## config.mk

```make
export PLATFORM = sky130hd
export DESIGN_NAME = alu_stream_sequencer
export DESIGN_NICKNAME = d
export VERILOG_FILES = /design/src/rtl/alu_stream_sequencer_pkg.sv /design/src/rtl/alu_stream_sequencer_beat_ctr.sv /design/src/rtl/alu_stream_sequencer.sv
export SDC_FILE = /design/constraint.sdc
export NUM_CORES = 2
export LEC_CHECK = 0
export BUFFER_PORTS_ARGS = -buffer_cell sky130_fd_sc_hd__buf_2
export CAP_MARGIN = 20
export CORE_AREA = 2 2 330 332
export DETAILED_ROUTE_END_ITERATION = 8
export DIE_AREA = 0 0 332 334
export GPL_ROUTABILITY_DRIVEN = 0
export PLACE_DENSITY_LB_ADDON = 0.25
export SYNTH_ARGS = -nofsm -noshare
export SYNTH_HDL_FRONTEND = slang
export SYNTH_SLANG_ARGS = --single-unit
```

## constraint.sdc

```tcl
create_clock -name clk -period 6.53 [get_ports clk]
set_input_delay 1.959 -clock clk [delete_from_list [all_inputs] [get_ports clk]]
set_output_delay 1.959 -clock clk [all_outputs]
set_load 0.03 [all_outputs]
```

## src/rtl/alu_stream_sequencer_pkg.sv

```systemverilog
// Shared constants for the ALU stream sequencer: mode encoding,
// FSM state codes and the SIMD vector width.
package alu_stream_sequencer_pkg;

  localparam int VEC_W  = 256;
  localparam int LANE_W = 8;

  localparam logic [1:0] MODE_ADD = 2'b00;
  localparam logic [1:0] MODE_AND = 2'b01;
  localparam logic [1:0] MODE_OR  = 2'b10;
  localparam logic [1:0] MODE_XOR = 2'b11;

  typedef logic [2:0] state_t;

  localparam state_t ST_IDLE   = 3'd0;
  localparam state_t ST_LOAD_A = 3'd1;
  localparam state_t ST_LOAD_B = 3'd2;
  localparam state_t ST_EXEC   = 3'd3;
  localparam state_t ST_DRAIN  = 3'd4;

  function automatic int cnt_w(input int n);
    return (n > 1) ? $clog2(n) : 1;
  endfunction

endpackage

```

## src/rtl/alu_stream_sequencer_beat_ctr.sv

```systemverilog
// Beat index counter with a terminal flag on the final beat.
// Module alu_seq_beat_ctr, used by alu_stream_sequencer.
module alu_seq_beat_ctr
  import alu_stream_sequencer_pkg::*;
#(
  parameter int NBEATS = 8,
  localparam int KW = cnt_w(NBEATS)
) (
  input  logic          clk,
  input  logic          i_rst,
  input  logic          i_clr,
  input  logic          i_inc,
  output logic [KW-1:0] o_k,
  output logic          o_term
);

  logic [KW-1:0] r_k;

  always_ff @(posedge clk) begin
    if (i_rst || i_clr) begin
      r_k <= '0;
    end else if (i_inc) begin
      r_k <= r_k + KW'(1);
    end
  end

  assign o_k    = r_k;
  assign o_term = (r_k == KW'(NBEATS - 1));

endmodule

```

## src/rtl/alu_stream_sequencer.sv

```systemverilog
// Loads two 256-bit operands beat by beat, runs one SIMD ALU cycle,
// then streams the result out. Optional op_count under ALU_SEQ_PERF_EN.
module alu_stream_sequencer
  import alu_stream_sequencer_pkg::*;
#(
  parameter int BEAT_W = 32
) (
  input  logic              clk,
  input  logic              rst,
  input  logic              cmd_valid,
  output logic              cmd_ready,
  input  logic [1:0]        cmd_mode,
  input  logic              in_valid,
  output logic              in_ready,
  input  logic [BEAT_W-1:0] in_data,
  output logic              out_valid,
  input  logic              out_ready,
  output logic [BEAT_W-1:0] out_data,
  output logic              out_last,
  output logic [VEC_W-1:0]  op0_value,
  output logic [VEC_W-1:0]  op1_value,
  output logic [1:0]        alu_mode,
  input  logic [VEC_W-1:0]  alu_out,
  output logic              busy
`ifdef ALU_SEQ_PERF_EN
  ,
  output logic [31:0]       op_count
`endif
);

  localparam int NBEATS = VEC_W / BEAT_W;
  localparam int KW     = cnt_w(NBEATS);

  state_t             r_state;
  logic [VEC_W-1:0]   r_op0;
  logic [VEC_W-1:0]   r_op1;
  logic [VEC_W-1:0]   r_res;
  logic [1:0]         r_mode;

  logic [KW-1:0]      w_k;
  logic               w_term;
  logic               w_idle;
  logic               w_load;
  logic               w_in_fire;
  logic               w_out_fire;
  logic               w_clr;
  logic               w_inc;

  assign w_idle     = (r_state == ST_IDLE);
  assign w_load     = (r_state == ST_LOAD_A) ||
                      (r_state == ST_LOAD_B);
  assign w_in_fire  = w_load && in_valid;
  assign w_out_fire = (r_state == ST_DRAIN) && out_ready;

  // Counter restarts at each phase boundary so k always indexes the beat.
  assign w_clr = w_idle || (r_state == ST_EXEC) ||
                 (w_in_fire && w_term) ||
                 (w_out_fire && w_term);
  assign w_inc = w_in_fire || w_out_fire;

  alu_seq_beat_ctr #(
    .NBEATS (NBEATS)
  ) u_ctr (
    .clk    (clk),
    .i_rst  (rst),
    .i_clr  (w_clr),
    .i_inc  (w_inc),
    .o_k    (w_k),
    .o_term (w_term)
  );

  always_ff @(posedge clk) begin
    if (rst) begin
      r_state <= ST_IDLE;
      r_op0   <= '0;
      r_op1   <= '0;
      r_res   <= '0;
      r_mode  <= MODE_ADD;
    end else begin
      unique case (r_state)
        ST_IDLE: begin
          if (cmd_valid) begin
            r_mode  <= cmd_mode;
            r_state <= ST_LOAD_A;
          end
        end
        ST_LOAD_A: begin
          if (in_valid) begin
            r_op0[w_k*BEAT_W +: BEAT_W] <= in_data;
            if (w_term) r_state <= ST_LOAD_B;
          end
        end
        ST_LOAD_B: begin
          if (in_valid) begin
            r_op1[w_k*BEAT_W +: BEAT_W] <= in_data;
            if (w_term) r_state <= ST_EXEC;
          end
        end
        ST_EXEC: begin
          r_res   <= alu_out;
          r_state <= ST_DRAIN;
        end
        ST_DRAIN: begin
          if (out_ready && w_term) r_state <= ST_IDLE;
        end
        default: r_state <= ST_IDLE;
      endcase
    end
  end

`ifdef ALU_SEQ_PERF_EN
  logic [31:0] r_op_count;

  always_ff @(posedge clk) begin
    if (rst) begin
      r_op_count <= '0;
    end else if (w_out_fire && w_term) begin
      r_op_count <= r_op_count + 32'd1;
    end
  end

  assign op_count = r_op_count;
`endif

  assign cmd_ready = w_idle;
  assign in_ready  = w_load;
  assign out_valid = (r_state == ST_DRAIN);
  assign out_last  = out_valid && w_term;
  assign out_data  = r_res[w_k*BEAT_W +: BEAT_W];
  assign op0_value = r_op0;
  assign op1_value = r_op1;
  assign alu_mode  = r_mode;
  assign busy      = !w_idle;

endmodule

```

==> metrics.md <==
| Metric | Value |
|---|---|
| Total chip power | `around 10 mW` |
| CP Class | `reg2out` |
| Leakage power total | `18.0 nW` |
| Clock slew at reported path FFs | `around 80 ps` |
| Setup-failing EPs final | `0` |
| Vias per cell | `around 4.6` |
| CTS tree | `yes` |
| Synth warn | `0` |
| Slew HR | `0.283` |
| Max IR drop VDD | `0.200 mV` |
| Fin crit share | `0.782` |
| GR peak layer | `met2` |
| Row count | `121` |
| RSZ-0062 raised after global routing | `no` |
| Cells after Synth | `approximately 3200` |
| M3 GR Usage | `0.0779` |
| Min Tclk post-route | `5100 ps` |
| Worst Path Max Fanout | `44` |
| Non-Filler Instances | `~5400` |
| Crit. End Element | `output port` |
| All-Layer GR Usage | `0.216` |
| Count of cell types in the netlist | `49` |
| Switching portion of total power | `0.232` |
| Asr flop ratio synth | `0` |
| Height of the chip | `about 330 um` |
| Critical path launch point type | `flop` |
| Post-Syn Nets | `about 3500` |
| Detail Placement HPWL | `about 91000 um` |
| Fin. Hold Viols | `0` |
| Predominant post-synthesis flop cell | `dfxtp_1` |
| Worst Reg-to-Reg Cells | `8` |
| Cts hold-fix bufs | `0` |
| Critical Path RT | `about 4600 ps` |
| Top Ports | `around 850` |
| Clk sinks | `just under 800` |
| Resized cells post-CTS | `0` |
| Routed len/inst | `approximately 23 um` |
| Slew Viols, Final | `0` |
| Layout cells sized above 1 | `0.276` |
| M2 GR Usage | `0.373` |
| Residual overflow from global routing | `0` |
| Die footprint | `approximately 110000 um^2` |
| Tightest Pin Transition | `1070 ps` |
| Setup TNS | `0 ps` |
| Postcts setup bufs | `0` |
| Max Freq | `196 MHz` |
| Met1 Use GR | `0.233` |
| Pre-Repair DR Iteration Count | `6` |
| ANT nets after route | `0` |
| CP Data Arrival Time | `around 3100 ps` |
| Synthesized area | `approximately 30000 um^2` |
| Routed WL | `125000 um` |
| Yosys reg bits | `about 780` |
| Clock Tree Root | `clkbuf_16` |
| Initial Util | `0.280` |
| H-Tree Depth | `3` |
| Flop pwr share | `0.460` |
| Initial antenna violation count | `35` |
| EDFF count, synth | `0` |
| Clk network pwr share | `0.507` |
| Total internal power | `between 7 and 8 mW` |
| Register area share after synthesis | `0.514` |
| Type of the most critical hold path | `reg2reg` |
| Sw Pwr | `about 2.4 mW` |
| Fill cells | `~11000` |
| Most common cell after layout, fill and taps aside | `nand2_1` |
| Area Overhead vs Synth | `27.0%` |
| Post-layout nets | `approximately 4200` |
| Placed Instances | `between 5000 and 6000` |
| Port Buf Inserts | `~850` |
| DR iter-0 viols | `approximately 1300` |
| Synth Area per Inst | `9.41 um^2` |
| First-pass GRT wire length | `between 150000 and 200000 um` |
| Vias in the first global route | `roughly 25000` |
| Final WS setup | `around 1400 ps` |
| Placeable Area | `approximately 110000 um^2` |
| Hold depth | `2` |
| Die width | `332 um` |
| Worst skew pair latency | `680 ps` |
| Clock skew | `54.6 ps` |
| PD cells | `269 nW/um^2` |
| Routed vias | `around 25000` |
| Post-place setup slack | `roughly 2000 ps` |
| Clock Tree Buf Depth | `3` |
| DRC | `0` |
| Most frequent cells in the layout | `nand2_1, buf_2, dfxtp_1` |
| Largest net degree at the start of global routing | `roughly 170` |
| Cts bufs inserted | `91` |
| Comb power frac | `0.033` |
| Outcome | `finished, final reports clean` |
| Max-cap viol count | `0` |
layer usage:
layer | up-vias | part of all wire
met3 | 234 | 0.087
met2 | 849 | 0.48
met1 | 11800 | 0.38
li1 | 12100 | -
met4 | 50 | 0.051
met5 | - | 0.0023
state kept, by name (all words and copies together) (netlist names):
signal     cells
alu_mode       2
r_res        256
op0_value    256
r_state        3
u_ctr.o_k      3
op1_value    256
cells in the mapped netlist (all sizes together), types with 4 or more instances:
library cell,number,share of area
clkbuf,122,0.015
nor2,6,0.00083
mux4,64,0.048
inv,5,0.00062
dfxtp,776,0.51
nand4,8,0.0051
nand3,5,0.00083
mux2i,517,0.17
nor2b,4,0.00083
nand2,1281,0.16
a21oi,257,0.043
buf,122,0.028
and4bb,4,0.0017
ha,5,0.0021
power groups by stage:
stage,clock (mW),combinational (mW),sequential [mW]
after global placement,0,0.342,4.86
final,5.23,0.338,4.75
after global routing,5.54,0.358,4.75
after detailed placement,0,0.340,4.86
after floorplan,0,0.126,4.87
after CTS,5.36,0.341,4.75
kinds of logic (layout without fill, tap and decap cells):
logic type	count (synthesis)	after routing	share of synthesized area
simple gates	1331	1331	0.176
flops	776	776	0.514
mux	582	582	0.219
compound gates	266	266	0.0447
buf+inv	249	1047	0.0437
fa+ha+maj	5	5	0.00207
xor+xnor	1	1	0.000290
other cells	0	8	0
worst paths after layout:
kind                                    start  slack [ps]              to
worst max-delay path             u_ctr.o_k[0]        1430     out_data[9]
worst min-delay path            op0_value[24]         450   op0_value[24]
worst max register to register   u_ctr.o_k[0]        2230  op0_value[131]
worst min register to register  op0_value[24]         450   op0_value[24]
critical path, cell delays in order (launching register included):
cell and delay [ps]:
dfxtp_4 960, buf_4 480, mux4_2 550, nand2_1 130, nand2_1 100, buf_2 180
stage by stage:
| stage | utilization | hold slack [ps] | cell area [um^2] |
|---|---|---|---|
| 4_1_cts | 0.356 | 452 | 38400 |
| 2_1_floorplan | - | 433 | 30200 |
| 3_5_place_dp | 0.327 | 444 | 35300 |
| 5_1_grt | 0.356 | 466 | 38400 |
| 6_report | 0.356 | 452 | 38400 |
| 3_3_place_gp | 0.327 | 439 | 35300 |
area by class of cell:
cell class	instances	area [um^2]	share of cell area
Antenna cell	8	20.0	0.000522
Clock buffer	137	2630	0.0686
Clock inverter	26	434	0.0113
Inverter	5	26.3	0.000685
Multi-Input combinational cell	2185	13400	0.349
Sequential cell	776	15500	0.405
Tap cell	1414	1770	0.0461
Timing Repair Buffer	879	4570	0.119
Note: power is estimated with default switching activity, not from simulation.
